### src/rtl/watch_pkg.sv
// Shared types and BCD helpers for the watch time-setting controller.
package watch_pkg;

  typedef enum logic [1:0] {
    RUN    = 2'd0,
    SET_H  = 2'd1,
    SET_M  = 2'd2,
    COMMIT = 2'd3
  } set_state_e;

  localparam logic [7:0] HOUR_MAX_BCD = 8'h23;
  localparam logic [7:0] MIN_MAX_BCD  = 8'h59;

  // Two-digit BCD increment that wraps to 00 after max.
  function automatic logic [7:0] bcd2_inc(input logic [7:0] val, input logic [7:0] max);
    if (val == max) return 8'h00;
    if (val[3:0] == 4'd9) return {val[7:4] + 4'd1, 4'd0};
    return {val[7:4], val[3:0] + 4'd1};
  endfunction

  // True when {ht,hu,mt,mu} is a legal 24-hour time.
  function automatic logic bcd_time_valid(input logic [15:0] t);
    logic [3:0] ht, hu, mt, mu;
    {ht, hu, mt, mu} = t;
    return (mu <= 4'd9) && (mt <= 4'd5) && (hu <= 4'd9) && (ht <= 4'd2) &&
           !((ht == 4'd2) && (hu > 4'd3));
  endfunction

endpackage

### src/rtl/watch_edge_det.sv
// Button level register with rising-edge strobe; RESET_VAL=1 masks a button held through reset.
module watch_edge_det #(
  parameter logic RESET_VAL = 1'b1
) (
  input  logic clk_i,
  input  logic rst_i,
  input  logic level_i,
  output logic edge_o
);

  logic prev_q;

  // NOTE: sequential state uses non-blocking assignments so every register samples pre-edge values.
  always_ff @(posedge clk_i or posedge rst_i) begin
    if (rst_i) prev_q <= RESET_VAL;
    else       prev_q <= level_i;
  end

  assign edge_o = level_i & ~prev_q;

endmodule

### src/rtl/watch_set_ctrl.sv
// Time-setting controller: captures the displayed time, steps hours then minutes, reloads the counters.
// Optional idle auto-commit is enabled by defining WATCH_SET_AUTOEXIT_EN.
module watch_set_ctrl
  import watch_pkg::*;
#(
  parameter int unsigned TIMEOUT_S = 30
) (
  input  logic        clk_i,
  input  logic        rst_i,
  input  logic        tick_i,
  input  logic        mode_i,
  input  logic        inc_i,
  input  logic [15:0] cur_time_i,
  output logic [15:0] ival_o,
  output logic        cnt_rstn_o,
  output logic [1:0]  blank_o,
  output logic [1:0]  state_o
);

  if (TIMEOUT_S < 1 || TIMEOUT_S > 255) begin : g_bad_timeout
    $error("TIMEOUT_S must be in 1..255");
  end

  set_state_e  state_q, state_d;
  logic [15:0] shadow_q, shadow_d;
  logic        phase_q, phase_d;
  logic        cnt_rstn_q, cnt_rstn_d;
  logic [1:0]  blank_q, blank_d;
  logic        mode_edge, inc_edge, timeout;

  watch_edge_det #(.RESET_VAL(1'b1)) u_mode_edge (
    .clk_i(clk_i), .rst_i(rst_i), .level_i(mode_i), .edge_o(mode_edge)
  );

  watch_edge_det #(.RESET_VAL(1'b1)) u_inc_edge (
    .clk_i(clk_i), .rst_i(rst_i), .level_i(inc_i), .edge_o(inc_edge)
  );

`ifdef WATCH_SET_AUTOEXIT_EN
  localparam logic [7:0] TIMEOUT_LAST = 8'(TIMEOUT_S - 1);

  logic [7:0] idle_q;
  logic       in_set;

  assign in_set  = (state_q == SET_H) || (state_q == SET_M);
  // A button edge in the expiring cycle restarts the idle window instead of exiting.
  assign timeout = in_set && tick_i && (idle_q == TIMEOUT_LAST) && !inc_edge && !mode_edge;

  always_ff @(posedge clk_i or posedge rst_i) begin
    if (rst_i)                                                       idle_q <= 8'd0;
    else if (!in_set || (state_d != state_q) || mode_edge || inc_edge) idle_q <= 8'd0;
    else if (tick_i)                                                 idle_q <= idle_q + 8'd1;
  end
`else
  assign timeout = 1'b0;
`endif

  always_ff @(posedge clk_i or posedge rst_i) begin
    if (rst_i) state_q <= RUN;
    else       state_q <= state_d;
  end

  always_comb begin
    // NOTE: every combinationally assigned signal gets a default first, so no latch is inferred.
    state_d = state_q;
    case (state_q)
      RUN:     if (mode_edge) state_d = SET_H;
      SET_H:   if (mode_edge) state_d = SET_M;  else if (timeout) state_d = COMMIT;
      SET_M:   if (mode_edge) state_d = COMMIT; else if (timeout) state_d = COMMIT;
      COMMIT:  state_d = RUN;
      default: state_d = RUN;
    endcase
  end

  // Shadow edit path and blink phase; mode edges always pre-empt an increment.
  always_comb begin
    shadow_d = shadow_q;
    case (state_q)
      RUN:     if (mode_edge) shadow_d = bcd_time_valid(cur_time_i) ? cur_time_i : 16'h0000;
      SET_H:   if (inc_edge && !mode_edge) shadow_d[15:8] = bcd2_inc(shadow_q[15:8], HOUR_MAX_BCD);
      SET_M:   if (inc_edge && !mode_edge) shadow_d[7:0]  = bcd2_inc(shadow_q[7:0], MIN_MAX_BCD);
      default: ;
    endcase
    phase_d = (state_d != state_q) ? 1'b0 : (phase_q ^ tick_i);
  end

  // Outputs are registered from the next state so they line up with state_o.
  always_comb begin
    cnt_rstn_d = (state_d == RUN);
    blank_d    = {(state_d == SET_H) & phase_d, (state_d == SET_M) & phase_d};
  end

  always_ff @(posedge clk_i or posedge rst_i) begin
    if (rst_i) begin
      shadow_q   <= 16'h0000;
      phase_q    <= 1'b0;
      cnt_rstn_q <= 1'b0;
      blank_q    <= 2'b00;
    end else begin
      shadow_q   <= shadow_d;
      phase_q    <= phase_d;
      cnt_rstn_q <= cnt_rstn_d;
      blank_q    <= blank_d;
    end
  end

  assign ival_o     = shadow_q;
  assign cnt_rstn_o = cnt_rstn_q;
  assign blank_o    = blank_q;
  assign state_o    = state_q;

endmodule
### config.mk
export PLATFORM = sky130hd
export DESIGN_NAME = watch_set_ctrl
export DESIGN_NICKNAME = d
export VERILOG_FILES = /design/src/rtl/watch_pkg.sv /design/src/rtl/watch_edge_det.sv /design/src/rtl/watch_set_ctrl.sv
export SDC_FILE = /design/constraint.sdc
export NUM_CORES = 1
export LEC_CHECK = 0
export BUFFER_PORTS_ARGS = -buffer_cell sky130_fd_sc_hd__buf_2
export CORE_MARGIN = 2
export CORE_UTILIZATION = 30
export DETAILED_ROUTE_END_ITERATION = 8
export GPL_ROUTABILITY_DRIVEN = 0
export HOLD_SLACK_MARGIN = 0.15
export MAX_ROUTING_LAYER = met4
export PLACE_DENSITY_LB_ADDON = 0.1
export SYNTH_ARGS = -nofsm -noshare
export SYNTH_HDL_FRONTEND = slang
export SYNTH_SLANG_ARGS = --single-unit
### constraint.sdc
create_clock -name clk_i -period 2.65 [get_ports clk_i]
set_clock_uncertainty 0.2 [all_clocks]
set_input_delay 0.3975 -clock clk_i [delete_from_list [all_inputs] [get_ports clk_i]]
set_output_delay 0.3975 -clock clk_i [all_outputs]
set_load 0.01 [all_outputs]
==> flow_metrics.py <==
metrics = {
    "pwr": {
        "peakVddDrop_mv": 0.254,
        "combPwrFrac_pct": 38.8,
        "finalPower_mw": 1.33,
        "seq_power_share_pct": 42.5,
        "power.internal_uw": 799,
        "power_frac_clock_pct": 18.7,
        "p_leak_nw": 0.894,
        "switchingPower_uw": 531,
        "switching_share_pct": 39.9,
        "p_per_area_mw_per_mm2": 701,
    },
    "floorplanning": {
        "rows": 26,
        "die_height_um": 75.8,
        "die_w_um": 75.8,
        "die_area_mm2": 0.00575,
        "core_mm2": 0.00504,
        "start_util_pct": 30.7,
        "ios": 42,
    },
    "global_route": {
        "grt_max_degree": 25,
        "grt_overflow": 0,
        "grt_pass1_wl_um": 6240,
        "grt_pass1_vias": 1335,
        "antenna_found_initial": 0,
        "track_usage_pct": 14.7,
    },
    "synth": {
        "syn_inst": 154,
        "ys_seq_area_share_pct": 39.0,
        "async_reset_ff_share_pct": 100,
        "netlist_area_mm2": 0.00155,
        "syn_avg_cell_area_um2": 10.1,
        "syn-num-nets": 183,
        "synthTopCellsByArea": "dfrtp_1 (36%), ha_1 (6.5%), dfstp_2 (3.4%), a221o_1 (3.2%), inv_1 (2.4%)",
        "synth_top_area_share_pct": 35.6,
        "synthDistinctLibCells": 53,
        "synth_edf_count": 0,
        "yosys_warnings": 0,
        "ys.flop_type": "dfrtp_1",
        "ys_seq_elements": 24,
        "yosysTopAreaCell": "dfrtp_1",
    },
    "timing": {
        "finalSetupViolCount": 0,
        "maxSlewHeadroom_pct": 61.1,
        "fin_setup_tns_ns": 0,
        "rsz0062_at_grt": "false",
        "hold_viol": 0,
        "tightest_slew_ns": 0.579,
        "period_minus_slack_ns": 2.31,
        "slew_viol_final": 0,
        "fmax_mhz": 433,
        "period_share_pct": 87.1,
    },
    "drt": {
        "vias": 1404,
        "wire_per_inst_um": 14.3,
        "vias_per_cell": 5.28,
        "ant_nets": 0,
        "drt-pass1-iter-count": 4,
        "first_iter_violations": 54,
        "drc_errors": 0,
        "totalWireLength_um": 3800,
    },
    "final_layout": {
        "seqCellArea_um2": 603,
        "fill_cells": 528,
        "nets": 226,
        "diodes": 0,
        "multi_input_area_um2": 863,
        "syn2layout_area_growth_pct": 22.7,
        "layout-drive-gt1-share_pct": 28.1,
    },
    "run_status": {
        "status": "finished clean",
    },
    "clocking": {
        "cts_sinks": 24,
        "post-cts-setup-buffers": 0,
        "clockBufferDepth": 2,
        "cts_htree_levels": 1,
        "postCtsResizedCells": 0,
        "clk_pin_slew_worst_paths_ns": 0.08,
        "cts-root-buf": "clkbuf_8",
        "insertion_delay_ns": 0.26,
        "cts_tree": "yes",
        "numCtsBuffers": 3,
    },
    "flow_run": {
        "maxCapViolations": 0,
    },
    "hold_path": {
        "holdPathStages": 2,
        "hp-class": "in -> reg",
    },
    "place": {
        "port_buffers": 41,
        "dpl.hpwl_um": 2920,
    },
    "setup_path": {
        "path_class": "in -> reg",
        "r2r_cells": 4,
        "cp-start-kind": "input pin",
        "path_max_fanout": 5,
        "cp.required_ns": 2.60,
        "worst_setup_path_end_kind": "register",
        "cp.arrival_ns": 2.26,
    },
}
[synth_stat cells, types with 3 or more instances]
library cell	instances
nand2_1	8
nor2b_1	3
ha_1	8
and3_1	4
a221o_1	5
a31oi_1	3
nand4_1	4
nor2_1	6
o21a_1	3
o21ai_0	4
o21ai_1	3
nor4_1	3
buf_2	5
o211ai_1	4
inv_1	10
a21oi_1	4
dfrtp_1	22
nand3_1	4
[power groups by stage]
stage | registers [mW] | logic, mW | clock network, mW
5_1_grt | 0.590 | 0.577 | 0.280
4_1_cts | 0.567 | 0.522 | 0.264
3_3_place_gp | 0.570 | 0.516 | 0
3_5_place_dp | 0.576 | 0.515 | 0
6_report | 0.565 | 0.516 | 0.249
2_1_floorplan | 0.561 | 0.360 | 0
[critical path, cell delays in order]
cell and delay [ns]:
dlygate4sd3_1 0.52, buf_2 0.11, nor2b_1 0.27, nand3_1 0.24, a211o_1 0.38, a221o_1 0.34
[what timing repair did]
item                                    CTS  global route
hold endpoints to repair                 25             0
hold buffers                              4             0
endpoints found under the setup margin    0             0
[per-stage QoR]
stage | std cells | hold slack, ns | util, % | setup WS [ns] | cell area [um2]
2_1_floorplan | 154 | 0.202 | - | 0.685 | 1550
3_3_place_gp | 258 | 0.261 | 35.8 | 0.584 | 1800
3_5_place_dp | 258 | 0.263 | 35.8 | 0.525 | 1800
4_1_cts | 266 | 0.181 | 37.7 | 0.351 | 1900
5_1_grt | 266 | 0.184 | 37.7 | 0.253 | 1900
6_report | 266 | 0.187 | 37.7 | 0.343 | 1900
[placed cells by master (no fill, tap or decap), types with 5 or more instances in the layout]
master and instances:
a221o_1 5, buf_2 41, dfrtp_1 22, ha_1 8, inv_1 10, nand2_1 8, nor2_1 6
[layer usage]
layer	vias to the layer above	routed length (um)	track usage (%)
met3	4	171	2.38
met5	-	0	-
met4	0	37	5.65
met1	682	1770	18.4
li1	681	-	-
met2	37	1820	23.6
[flip-flops by register name, summed over array words and instances (netlist names)]
signal,cells
ival_o,16
blank_o,2
state_o,2
cnt_rstn_o,1
phase_q,1
u_inc_edge.prev_q,1
u_mode_edge.prev_q,1
[path summary, 6_finish.rpt]
check | startpoint | end | slack, ns
setup / recovery | inc_i | ival_o[14]$_DFFE_PP0P_ | 0.34
hold / removal | cur_time_i[3] | ival_o[3]$_DFFE_PP0P_ | 0.19
setup reg to reg | state_o[1]$_DFF_PP0_ | ival_o[14]$_DFFE_PP0P_ | 0.50
hold reg to reg | ival_o[7]$_DFFE_PP0P_ | ival_o[7]$_DFFE_PP0P_ | 0.33
max in group asynchronous | rst_i | u_inc_edge.prev_q$_DFF_PP1_ | 1.45
min in group asynchronous | rst_i | blank_o[0]$_DFF_PP0_ | 0.51
[final cells by class]
type / count / share of cell area [%]
tap: 70 / 4.61
inverter: 10 / 1.98
sequential: 24 / 31.8
multi-input combinational: 112 / 45.5
clock buffer: 4 / 2.90
timing repair buffer: 46 / 13.3
[cell families after synthesis]
| group | share of synthesized area [%] |
|---|---|
| simple gates | 23.8 |
| compound gates | 22.9 |
| flops | 39.0 |
| buf+inv | 5.25 |
| fa+ha+maj | 6.47 |
| mux | 2.10 |
| xor+xnor | 0.566 |
(Power assumes the default switching activity.)
